### src/rtl/updown_bcd_counter_pkg.sv
// Shared types and helpers for the two-digit up/down BCD counter.
package cnt_pkg;

    typedef enum logic [1:0] {
        IDLE = 2'd0,
        RUN  = 2'd1,
        HOLD = 2'd2,
        DONE = 2'd3
    } state_t;

    typedef logic [3:0] bcd_t;

    localparam bcd_t BCD_MAX = 4'd9;

    // Converts a decimal parameter (clamped to 0..99) into packed {tens, ones} BCD.
    function automatic logic [7:0] to_bcd(input int value);
        int v;
        v = (value > 99) ? 99 : ((value < 0) ? 0 : value);
        return {4'(v / 10), 4'(v % 10)};
    endfunction

endpackage

### src/rtl/updown_bcd_counter_digit.sv
// Single BCD digit stepper: increments or decrements when i_cin is set and
// reports carry (9->0 going up) or borrow (0->9 going down) on o_cout.
module bcd_digit
    import cnt_pkg::*;
(
    input  bcd_t i_digit,
    input  logic i_up,
    input  logic i_cin,
    output bcd_t o_digit,
    output logic o_cout
);

    always_comb begin
        o_digit = i_digit;
        o_cout  = 1'b0;
        if (i_cin) begin
            if (i_up) begin
                if (i_digit >= BCD_MAX) begin
                    o_digit = 4'd0;
                    o_cout  = 1'b1;
                end else begin
                    o_digit = i_digit + 4'd1;
                end
            end else begin
                if (i_digit == 4'd0) begin
                    o_digit = BCD_MAX;
                    o_cout  = 1'b1;
                end else begin
                    o_digit = i_digit - 4'd1;
                end
            end
        end
    end

endmodule

### src/rtl/updown_bcd_counter.sv
// Two-digit up/down BCD counter with load, pause and prescaled stepping.
// Define UPDOWN_BCD_WRAP_EN to wrap at the terminal values instead of stopping in DONE.
module updown_bcd_counter
    import cnt_pkg::*;
#(
    parameter int MAX_VAL = 99,
    parameter int DIV     = 1
) (
    input  logic       clk,
    input  logic       rst,
    input  logic       i_en,
    input  logic       i_dir,
    input  logic       i_load,
    input  logic [7:0] i_load_val,
    output logic [3:0] o_cnt_tens,
    output logic [3:0] o_cnt_ones,
    output logic       o_tc,
    output logic       o_busy,
    output logic [1:0] o_state
);

    localparam logic [7:0]    MAX_BCD  = to_bcd(MAX_VAL);
    localparam int            PW       = (DIV > 1) ? $clog2(DIV) : 1;
    localparam logic [PW-1:0] PRE_LAST = PW'(DIV - 1);

    state_t        r_state, w_nextState;
    bcd_t          r_tens, r_ones, w_nextTens, w_nextOnes;
    logic          r_tc, w_nextTc;
    logic          r_busy;
    logic [PW-1:0] r_presc, w_nextPresc;

    bcd_t       w_ldTens, w_ldOnes, w_stepTens, w_stepOnes;
    logic [7:0] w_ldVal, w_ldClamped, w_cnt, w_step;
    logic       w_onesCarry, w_tensCarry, w_atTerm;

    // Per-digit clamp first, then clamp the whole value to the terminal value.
    assign w_ldTens    = (i_load_val[7:4] > BCD_MAX) ? BCD_MAX : i_load_val[7:4];
    assign w_ldOnes    = (i_load_val[3:0] > BCD_MAX) ? BCD_MAX : i_load_val[3:0];
    assign w_ldVal     = {w_ldTens, w_ldOnes};
    assign w_ldClamped = (w_ldVal > MAX_BCD) ? MAX_BCD : w_ldVal;

    assign w_cnt  = {r_tens, r_ones};
    assign w_step = {w_stepTens, w_stepOnes};

    bcd_digit u_ones (
        .i_digit (r_ones),
        .i_up    (i_dir),
        .i_cin   (1'b1),
        .o_digit (w_stepOnes),
        .o_cout  (w_onesCarry)
    );

    bcd_digit u_tens (
        .i_digit (r_tens),
        .i_up    (i_dir),
        .i_cin   (w_onesCarry),
        .o_digit (w_stepTens),
        .o_cout  (w_tensCarry)
    );

    // A tens borrow while counting down only happens from 00.
    assign w_atTerm = i_dir ? (w_cnt == MAX_BCD) : w_tensCarry;

`ifndef UPDOWN_BCD_WRAP_EN
    logic w_stepTerm;
    assign w_stepTerm = i_dir ? (w_step == MAX_BCD) : (w_step == 8'h00);
`endif

    always_comb begin
        w_nextState = r_state;
        w_nextTens  = r_tens;
        w_nextOnes  = r_ones;
        w_nextTc    = 1'b0;
        w_nextPresc = r_presc;
        if (i_load) begin
            w_nextState = IDLE;
            {w_nextTens, w_nextOnes} = w_ldClamped;
            w_nextPresc = '0;
        end else begin
            case (r_state)
                IDLE: if (i_en) w_nextState = RUN;
                RUN: begin
                    if (!i_en) begin
                        w_nextState = HOLD;
                    end else if (r_presc != PRE_LAST) begin
                        w_nextPresc = r_presc + 1'b1;
                    end else begin
                        w_nextPresc = '0;
                        if (w_atTerm) begin
`ifdef UPDOWN_BCD_WRAP_EN
                            {w_nextTens, w_nextOnes} = i_dir ? 8'h00 : MAX_BCD;
                            w_nextTc = 1'b1;
`else
                            w_nextState = DONE;
                            w_nextTc    = 1'b1;
`endif
                        end else begin
                            {w_nextTens, w_nextOnes} = w_step;
`ifndef UPDOWN_BCD_WRAP_EN
                            if (w_stepTerm) begin
                                w_nextState = DONE;
                                w_nextTc    = 1'b1;
                            end
`endif
                        end
                    end
                end
                HOLD: if (i_en) w_nextState = RUN;
                default: w_nextState = DONE;
            endcase
        end
    end

    always_ff @(posedge clk or negedge rst) begin
        if (!rst) begin
            r_state <= IDLE;
            r_tens  <= 4'd0;
            r_ones  <= 4'd0;
            r_tc    <= 1'b0;
            r_busy  <= 1'b0;
            r_presc <= '0;
        end else begin
            r_state <= w_nextState;
            r_tens  <= w_nextTens;
            r_ones  <= w_nextOnes;
            r_tc    <= w_nextTc;
            r_busy  <= (w_nextState == RUN);
            r_presc <= w_nextPresc;
        end
    end

    assign o_cnt_tens = r_tens;
    assign o_cnt_ones = r_ones;
    assign o_tc       = r_tc;
    assign o_busy     = r_busy;
    assign o_state    = r_state;

endmodule

### config.mk
export PLATFORM = sky130hd
export DESIGN_NAME = updown_bcd_counter
export DESIGN_NICKNAME = d
export VERILOG_FILES = /design/src/rtl/updown_bcd_counter_pkg.sv /design/src/rtl/updown_bcd_counter_digit.sv /design/src/rtl/updown_bcd_counter.sv
export SDC_FILE = /design/constraint.sdc
export NUM_CORES = 1
export LEC_CHECK = 0
export CORE_AREA = 2 2 50 52
export DETAILED_ROUTE_END_ITERATION = 8
export DIE_AREA = 0 0 52 54
export PLACE_DENSITY = 0.82
export RECOVER_POWER = 25
export SLEW_MARGIN = 40
export SYNTH_ARGS = -nofsm -noshare
export SYNTH_HDL_FRONTEND = slang
export SYNTH_SLANG_ARGS = --single-unit
### constraint.sdc
create_clock -name clk -period 4.3 [get_ports clk]
set_input_delay 0.43 -clock clk [delete_from_list [all_inputs] [get_ports clk]]
set_output_delay 0.43 -clock clk [all_outputs]
set_load 0.005 [all_outputs]
==> reports/results.txt, run 1 <==
row count: 18
Sum Neg Setup Slack: 0 ps
mean routed wirelength per cell: 14.7 µm
data required time of the critical path: 4470 ps
boundary pin count: 25
maximum clock path buffer count: 2
number of global-route vias before repair: 1068
die area: 2810 µm²
first-pass GRT wire length: 4870 µm
total net switching power: 0.132 mW
maximum ir drop on the vdd rail: 179 µV
detailed-route DRC error count: 0
CP arrival: 3100 ps
clock tree from TritonCTS: done
Core Box Area: 2320 µm²
min cycle time layout: 2930 ps
standby leakage power: 0.586 nW
post-route ant nets: 0
Internal Dissipation: 0.229 mW
end of the critical path: o_state[1]$_DFF_PN0_
number of storage elements in the synthesis netlist: 12
unrepaired setup endpoints after global routing: false
R2R depth: 8
worst-case setup slack after placement: 1140 ps
number of filler instances in the final layout: 203
level count of the clock H-tree: 1
pin count of the biggest net entering global routing: 25
Final WS setup: 1370 ps
syn_nets: 168
kind of cell adding the most delay to the critical path: compound AO/OA/AOI/OAI gates
max-cap violation count: 0
number of warnings printed during yosys synthesis: 0
highest clock rate: 341 MHz
number of antenna cells inserted: 0
number of synthesized flops with an enable pin: 0
status: completed
fraction of the cycle the final worst path needs: 68.2%
Initial Utilization: 51.9%
total iterations of the first detailed-routing run: 4
buffers added on ports: 24
relative contribution of the clock network to total power: 18.7%
R2R Path End: o_state[1]$_DFF_PN0_
Overall Global Routing Usage: 23.0%
critical path launch point type: input port
count of clock tree sinks: 12
clock transition time at the flip-flop clock pins of the worst setup and hold paths: 70 ps
setup slack of the most critical reg-to-reg path: 1510 ps
Die W: 52 µm
Synth Flop Type: sky130_fd_sc_hd__dfrtp_1
area of placed instances: 1430 µm²
delay of the slowest critical-path stage: 790 ps
instance count of the mapped netlist: 149
growth of design area from synthesis to finish: 20.9%
number of hold buffers added after CTS: 0
share of post-route cells with drive strength above 1: 7.78%
Post-Layout Inst Area: 1460 µm²
final number of hold-violating endpoints: 0
cell with the largest stage delay on the worst path: sky130_fd_sc_hd__clkdlybuf4s50_1
root cell of the clock tree: sky130_fd_sc_hd__clkbuf_4
Finished Layout Cells: 197
antenna violations before repair: 0
share of the yosys chip area belonging to registers: 24.9%
worst slew margin relative to its limit: 50.9%
switching power share of the total: 36.6%
routed vias/inst: 5.93
Die Span Y: 54 µm
area share of the largest cell type after synthesis: 24.9%
Reg power frac: 39.7%
slew at the pin closest to its max-slew limit: 734 ps
buffers and inverters on the worst path: 1
Vias: 1168
number of max-slew violations in the final report: 0
Post-CTS Resized: 0
worst min path class: input port to asynchronous set/reset pin
async set-reset flop share out of synthesis: 100%
part of the total power dissipated in combinational logic: 41.6%
instance count on the critical path: 7
Layout Skew: 3.75 ps
CTS Buf Count: 3
distinct cell type count after synthesis: 53
Critical Path Fanout Max: 24
number of cells after detailed placement: 194
launch instance of the worst register-to-register path: o_cnt_ones[0]$_DFFE_PN0P_
number of buffers inserted by post-CTS setup repair: 0
critical path endpoint category: register
cell types with the largest area share after synthesis: sky130_fd_sc_hd__dfrtp_1 25%, sky130_fd_sc_hd__ha_1 6.2%, sky130_fd_sc_hd__o21ai_0 5.0%, sky130_fd_sc_hd__a21oi_1 4.2%, sky130_fd_sc_hd__nor2_1 3.7%
Routability Congestion: 0.874
start-to-end type of the worst setup path: input port to register
number of violations reported at the end of detailed-routing iteration 0: 35
power per unit of standard cell area: 248 nW/µm²
critical path launch point: i_dir
Finish-stage setup viols: 0
half-perimeter wire length after detailed placement: 2210 µm
library cell occupying the most area in the post-synthesis netlist: sky130_fd_sc_hd__dfrtp_1
nets: 188
Critical Path, Cell by Cell: clkdlybuf4s50_1 -> or4b_4 -> a21boi_4 -> a21oi_1 -> o2111a_1 -> o211ai_2 -> a311oi_1
Routed Wire Length: 2890 µm
GR Overflow Total: 0
post-synth design cell area: 1200 µm²
mean cell area of the mapped netlist: 8.08 µm²
clock latency on the worst-skew pair: 270 ps
==> worst min path at each step <==
stage | end | depth (start not counted) | from | slack (ps)
4_1_cts | o_cnt_ones[3]$_DFFE_PN0P_ | 1 | rst | 540
2_1_floorplan | o_busy$_DFF_PN0_ | 0 | rst | 130
5_1_grt | o_cnt_ones[0]$_DFFE_PN0P_ | 1 | rst | 640
3_3_place_gp | o_tc$_DFF_PN0_ | 2 | o_state[0]$_DFF_PN0_ | 610
3_5_place_dp | o_tc$_DFF_PN0_ | 2 | o_state[0]$_DFF_PN0_ | 610
6_report | o_cnt_tens[0]$_DFFE_PN0P_ | 1 | rst | 590
==> cell usage after synthesis (all sizes together), types with 2 or more instances <==
master / n
mux2: 2
a31oi: 2
nand2b: 5
a21oi: 10
nor2: 12
o211ai: 2
a311oi: 2
clkbuf: 4
buf: 5
nor4: 2
o21a: 2
nor2b: 3
a21o: 3
nand2: 11
mux2i: 3
a211oi: 4
ha: 6
o31ai: 3
o21bai: 2
o21ai: 12
nor3: 6
inv: 9
and2: 5
a32oi: 2
dfrtp: 12
==> cells in the final DEF (no fill, tap or decap), drive strengths merged, types with 2 or more instances in the layout <==
| cell | instances |
|---|---|
| clkdlybuf4s50 | 23 |
| o21ai | 12 |
| nor2 | 12 |
| dfrtp | 12 |
| nand2 | 11 |
| a21oi | 10 |
| inv | 9 |
| nor3 | 6 |
| ha | 6 |
| nand2b | 5 |
| and2 | 5 |
| a211oi | 4 |
| nor2b | 3 |
| a21o | 3 |
| o31ai | 3 |
| mux2i | 3 |
| clkbuf | 3 |
| o21a | 2 |
| o21bai | 2 |
| a32oi | 2 |
| a311oi | 2 |
| a31oi | 2 |
| mux2 | 2 |
| o211ai | 2 |
| nor4 | 2 |
==> power groups by stage <==
| stage | Combinational [mW] | Clock [mW] | Sequential, mW |
|---|---|---|---|
| 2_1_floorplan | 0.105 | 0 | 0.136 |
| 3_3_place_gp | 0.143 | 0 | 0.145 |
| 3_5_place_dp | 0.149 | 0 | 0.145 |
| 4_1_cts | 0.150 | 0.0685 | 0.143 |
| 5_1_grt | 0.166 | 0.0716 | 0.146 |
| 6_report | 0.150 | 0.0675 | 0.144 |
==> flip-flops by register name, summed over array words and instances, names as in the netlist <==
| signal | count |
|---|---|
| o_state | 2 |
| o_busy | 1 |
| o_cnt_ones | 4 |
| o_cnt_tens | 4 |
| o_tc | 1 |
==> cell families (layout without fill, tap and decap cells) <==
| group | Yosys count | count (layout) | synth area share [%] |
|---|---|---|---|
| AND/OR/NAND/NOR | 56 | 56 | 26.9 |
| AO/OA/AOI/OAI | 52 | 52 | 30.4 |
| buffers and inverters | 18 | 36 | 6.86 |
| flip-flops | 12 | 12 | 24.9 |
| adder cells (fa/ha/maj) | 6 | 6 | 6.24 |
| multiplexers | 5 | 5 | 4.68 |
==> layout make-up <==
cell class | count | area, µm² | area share (%)
Timing Repair Buffer | 24 | 240 | 16.5
Clock buffer | 3 | 22.5 | 1.55
Tap cell | 30 | 37.5 | 2.58
Inverter | 9 | 33.8 | 2.32
Multi-Input combinational cell | 119 | 821 | 56.4
Sequential cell | 12 | 300 | 20.6
==> layer usage <==
| layer | GRT usage [%] | up-vias | share of wire [%] |
|---|---|---|---|
| li1 | - | 587 | - |
| met1 | 31.5 | 551 | 48 |
| met2 | 36.7 | 23 | 48 |
| met3 | 3.33 | 7 | 3.0 |
| met4 | 8.77 | 0 | 1.7 |
| met5 | 0 | - | 0 |
==> through the flow <==
stage	util, %	power, mW	hold WS, ps
2_1_floorplan	-	0.241	134
3_3_place_gp	61.8	0.288	606
3_5_place_dp	61.8	0.294	606
4_1_cts	62.7	0.361	544
5_1_grt	62.7	0.384	639
6_report	62.7	0.361	593
No activity file was read; power rests on OpenSTA's default activity.
==> inputs of run 2 (changes only) <==
--- a/config.mk
+++ b/config.mk
@@ -5,10 +5,10 @@
 export SDC_FILE = /design/constraint.sdc
 export NUM_CORES = 1
 export LEC_CHECK = 0
-export CORE_AREA = 2 2 50 52
+export CORE_AREA = 2 2 52 54
 export DETAILED_ROUTE_END_ITERATION = 8
-export DIE_AREA = 0 0 52 54
-export PLACE_DENSITY = 0.82
+export DIE_AREA = 0 0 54 56
+export PLACE_DENSITY = 0.76
 export RECOVER_POWER = 25
 export SLEW_MARGIN = 40
 export SYNTH_ARGS = -nofsm -noshare
==> constraint.sdc (replaced) <==
create_clock -name clk -period 2.9 [get_ports clk]
set_input_delay 0.29 -clock clk [delete_from_list [all_inputs] [get_ports clk]]
set_output_delay 0.29 -clock clk [all_outputs]
set_load 0.005 [all_outputs]
==> run 2 against run 1 <==
Clock-buffer cell count grew 1. Flip-flop and latch count did not move. Critical path type is now register to register. Global-route usage fell by 2.5 points. Core utilization down 1.9 points. Design area rose by 1.6%.
==> reports/results.txt, run 2 (synthesis results as in run 1) <==
cell with the largest stage delay on the worst path: sky130_fd_sc_hd__or4b_4
standby leakage power: 0.597 nW
CP arrival: 2830 ps
Critical Path, Cell by Cell: inv_1 -> ha_2 -> or4b_4 -> a21boi_4 -> a21oi_1 -> o2111a_1 -> o211ai_2 -> a311oi_1
number of filler instances in the final layout: 225
count of clock tree sinks: 12
die area: 3020 µm²
number of buffers inserted by post-CTS setup repair: 0
number of hold buffers added after CTS: 0
highest clock rate: 374 MHz
routed length on met2: 1290 µm
root cell of the clock tree: sky130_fd_sc_hd__clkbuf_4
row count: 18
total iterations of the first detailed-routing run: 4
unrepaired setup endpoints after global routing: false
clock tree from TritonCTS: done
number of violations reported at the end of detailed-routing iteration 0: 16
nets: 189
clock transition time at the flip-flop clock pins of the worst setup and hold paths: 80 ps
boundary pin count: 25
status: completed
start-to-end type of the worst setup path: register to register
Post-Layout Inst Area: 1480 µm²
antenna violations before repair: 0
half-perimeter wire length after detailed placement: 2150 µm
Sum Neg Setup Slack: 0 ps
wire length on met1: 1340 µm
number of cells after detailed placement: 195
Layout Skew: 2.96 ps
number of antenna cells inserted: 0
GR Overflow Total: 0
Initial Utilization: 49.5%
power per unit of standard cell area: 381 nW/µm²
critical path launch point type: register
highest metal layer with signal wires: met4
level count of the clock H-tree: 1
most frequent cells in the layout: 23 x sky130_fd_sc_hd__clkdlybuf4s50_1, 12 x sky130_fd_sc_hd__o21ai_0, 12 x sky130_fd_sc_hd__nor2_1, 12 x sky130_fd_sc_hd__dfrtp_1, 11 x sky130_fd_sc_hd__nand2_1
Core Box Area: 2430 µm²
Routability Congestion: 0.881
maximum clock path buffer count: 2
data required time of the critical path: 3060 ps
max-cap violation count: 0
min cycle time layout: 2680 ps
Critical Path Fanout Max: 9
critical path endpoint category: register
routed length on met3: 81 µm
final number of hold-violating endpoints: 0
worst slew margin relative to its limit: 63.7%
Die Span Y: 56 µm
post-route ant nets: 0
fraction of the cycle the final worst path needs: 92.3%
area of placed instances: 1440 µm²
Finished Layout Cells: 199
mean routed wirelength per cell: 13.8 µm
Overall Global Routing Usage: 20.5%
number of max-slew violations in the final report: 0
slew at the pin closest to its max-slew limit: 542 ps
worst min path class: input port to asynchronous set/reset pin
buffers added on ports: 24
Die W: 54 µm
most common library cell in the layout ignoring fill and taps: sky130_fd_sc_hd__clkdlybuf4s50_1
first-pass GRT wire length: 4870 µm
clock latency on the worst-skew pair: 270 ps
Finish-stage setup viols: 0
Vias: 1163
growth of design area from synthesis to finish: 22.9%
detailed-route DRC error count: 0
share of post-route cells with drive strength above 1: 9.47%
Hold Worst Slack: 434 ps
delay of the slowest critical-path stage: 510 ps
maximum ir drop on the vdd rail: 403 µV
Routed Wire Length: 2760 µm
pin count of the biggest net entering global routing: 24
CTS Buf Count: 3
routed vias/inst: 5.84
number of global-route vias before repair: 1085
==> run 2: final timing paths <==
kind | cells past startpoint | slack (ps) | from | end
worst min register to register | 2 | 620 | o_state[0]$_DFF_PN0_ | o_tc$_DFF_PN0_
worst max-delay path | 8 | 220 | o_cnt_ones[0]$_DFFE_PN0P_ | o_state[1]$_DFF_PN0_
worst max register to register | 8 | 220 | o_cnt_ones[0]$_DFFE_PN0P_ | o_state[1]$_DFF_PN0_
worst min-delay path | 1 | 430 | rst | o_state[1]$_DFF_PN0_
min in group clk | 3 | 590 | i_load_val[0] | o_cnt_ones[0]$_DFFE_PN0P_
max in group asynchronous | 1 | 2110 | rst | o_cnt_ones[0]$_DFFE_PN0P_
==> run 2: area by class of cell <==
type                       count  area, µm²  area share, %
sequential                    12        300           20.3
tap                           30       37.5           2.54
inverter                       9       33.8           2.28
multi-input combinational    119        823           55.7
timing repair buffer          25        248           16.8
clock buffer                   4       36.3           2.45
==> run 2: power breakdown <==
part,internal [mW],leakage (nW),switching [mW]
Sequential,0.181,0.151,0.0321
Clock,0.0763,0.0210,0.0564
Combinational,0.112,0.425,0.107
==> run 2: worst max-delay path, delay by kind of cell (launching register included) <==
family	cells	cell delay (ps)
simple gates	1	510
compound gates	5	1170
flops	1	470
fa+ha+maj	1	270
buf+inv	1	150
==> run 2: stage by stage <==
stage	util (%)	setup WS, ps	total power [mW]
2_1_floorplan	-	471	0.358
3_3_place_gp	59.2	284	0.430
3_5_place_dp	59.2	220	0.435
4_1_cts	60.7	169	0.565
5_1_grt	60.8	50.4	0.602
6_report	60.8	224	0.564
==> run 2: metal layers <==
layer	GRT usage, %	vias to the layer above
li1	-	590
met1	30.6	549
met2	31.4	20
met3	1.08	4
met4	6.07	0
met5	0	-
==> run 2: what timing repair did <==
action / CTS / global route
endpoints found under the setup margin: 0 / 3
hold endpoints to repair: 0 / 0
resized for setup: 0 / 1
==> inputs of run 3 (changes only) <==
--- a/config.mk
+++ b/config.mk
@@ -8,6 +8,7 @@
 export CORE_AREA = 2 2 52 54
 export DETAILED_ROUTE_END_ITERATION = 8
 export DIE_AREA = 0 0 54 56
+export MAX_ROUTING_LAYER = met4
 export PLACE_DENSITY = 0.76
 export RECOVER_POWER = 25
 export SLEW_MARGIN = 40
==> run 3 against run 2 <==
Combinational power about the same. Total power down 0.12%. Sequential power about the same. Design area unchanged. Flip-flop and latch count unchanged. Die area unchanged. Hold slack better by 3.4 ps. Highest routed layer unchanged. First-iteration DRC count down 19%. Register-to-register slack about the same.
==> reports/results.txt, run 3 (synthesis results as in run 1) <==
status: completed
worst slew margin relative to its limit: 63.8%
root cell of the clock tree: sky130_fd_sc_hd__clkbuf_4
number of antenna cells inserted: 0
nets: 189
fin util: 60.8%
post-route ant nets: 0
min cycle time layout: 2680 ps
Critical Path Fanout Max: 9
slew at the pin closest to its max-slew limit: 542 ps
data required time of the critical path: 3050 ps
Final WS setup: 220 ps
half-perimeter wire length after detailed placement: 2150 µm
level count of the clock H-tree: 1
most frequent cells in the layout: 23 x sky130_fd_sc_hd__clkdlybuf4s50_1, 12 x sky130_fd_sc_hd__o21ai_0, 12 x sky130_fd_sc_hd__nor2_1, 12 x sky130_fd_sc_hd__dfrtp_1, 11 x sky130_fd_sc_hd__nand2_1
pin count of the biggest net entering global routing: 24
worst min path class: input port to asynchronous set/reset pin
row count: 18
antenna violations before repair: 0
Initial Utilization: 49.5%
Vias: 1150
buffers and inverters on the worst path: 1
boundary pin count: 25
Layout Skew: 3.05 ps
area of placed instances: 1440 µm²
Sum Neg Setup Slack: 0 ps
fraction of the cycle the final worst path needs: 92.4%
worst-case setup slack after placement: 220 ps
R2R Path End: o_state[1]$_DFF_PN0_
clock transition time at the flip-flop clock pins of the worst setup and hold paths: 80 ps
clock latency on the worst-skew pair: 270 ps
max-cap violation count: 0
standby leakage power: 0.597 nW
Post-Layout Inst Area: 1480 µm²
kind of cell adding the most delay to the critical path: compound AO/OA/AOI/OAI gates
Hold Worst Slack: 437 ps
number of hold buffers added after CTS: 0
launch instance of the worst register-to-register path: o_cnt_ones[0]$_DFFE_PN0P_
number of cells after detailed placement: 195
critical path endpoint category: register
clock tree from TritonCTS: done
end of the critical path: o_state[1]$_DFF_PN0_
routed vias/inst: 5.78
GR Overflow Total: 0
Finish-stage setup viols: 0
Routed Wire Length: 2780 µm
buffers added on ports: 24
Core Box Area: 2430 µm²
maximum clock path buffer count: 2
start-to-end type of the worst setup path: register to register
critical path launch point type: register
instance count on the critical path: 8
share of post-route cells with drive strength above 1: 9.47%
die area: 3020 µm²
Power, Total: 0.563 mW
detailed-route DRC error count: 0
number of max-slew violations in the final report: 0
CTS Buf Count: 3
growth of design area from synthesis to finish: 22.9%
highest clock rate: 373 MHz
first-pass GRT wire length: 4870 µm
CP arrival: 2830 ps
count of clock tree sinks: 12
setup slack of the most critical reg-to-reg path: 220 ps
cell with the largest stage delay on the worst path: sky130_fd_sc_hd__or4b_4
power per unit of standard cell area: 381 nW/µm²
maximum ir drop on the vdd rail: 398 µV
Critical Path, Cell by Cell: inv_1 -> ha_2 -> or4b_4 -> a21boi_4 -> a21oi_1 -> o2111a_1 -> o211ai_2 -> a311oi_1
most common library cell in the layout ignoring fill and taps: sky130_fd_sc_hd__clkdlybuf4s50_1
number of global-route vias before repair: 1087
unrepaired setup endpoints after global routing: false
Die W: 54 µm
R2R depth: 8
Routability Congestion: 0.895
Overall Global Routing Usage: 21.0%
total iterations of the first detailed-routing run: 4
delay of the slowest critical-path stage: 510 ps
Finished Layout Cells: 199
final number of hold-violating endpoints: 0
critical path launch point: o_cnt_ones[0]$_DFFE_PN0P_
mean routed wirelength per cell: 14.0 µm
number of violations reported at the end of detailed-routing iteration 0: 13
Die Span Y: 56 µm
run 3: cell counts in the layout (fill, tap and decap cells not counted):
No cell type changed its count.
run 3: how the worst min path moves through the flow:
stage | startpoint | end | slack [ps] | cells after the start
4_1_cts | rst | o_busy$_DFF_PN0_ | 380 | 1
6_report | rst | o_state[1]$_DFF_PN0_ | 440 | 1
3_3_place_gp | o_state[0]$_DFF_PN0_ | o_tc$_DFF_PN0_ | 600 | 2
5_1_grt | rst | o_busy$_DFF_PN0_ | 480 | 1
3_5_place_dp | o_state[0]$_DFF_PN0_ | o_tc$_DFF_PN0_ | 590 | 2
2_1_floorplan | rst | o_busy$_DFF_PN0_ | -6 | 0
run 3: final cells by class:
type,instances,area (µm²)
Clock buffer,4,36.3
Fill cell,225,953
Multi-Input combinational cell,119,823
Sequential cell,12,300
Inverter,9,33.8
Timing Repair Buffer,25,248
Tap cell,30,37.5
run 3: power breakdown:
group          switching [mW]  internal, mW
registers              0.0322         0.181
clock network          0.0551        0.0762
logic                   0.107         0.112
run 3: metal layers:
metal  track usage, %  vias up  part of all wire (%)
met5                -        -                     0
met4             6.07        0                   1.5
met3             1.08        6                   2.2
met2             31.5       18                    46
met1             30.3      539                    50
li1                 -      587                     -
run 3: what timing repair did:
| action | CTS | global route |
|---|---|---|
| endpoints found under the setup margin | 0 | 3 |
| setup buffers | 0 | 0 |
| resized for setup | 0 | 1 |
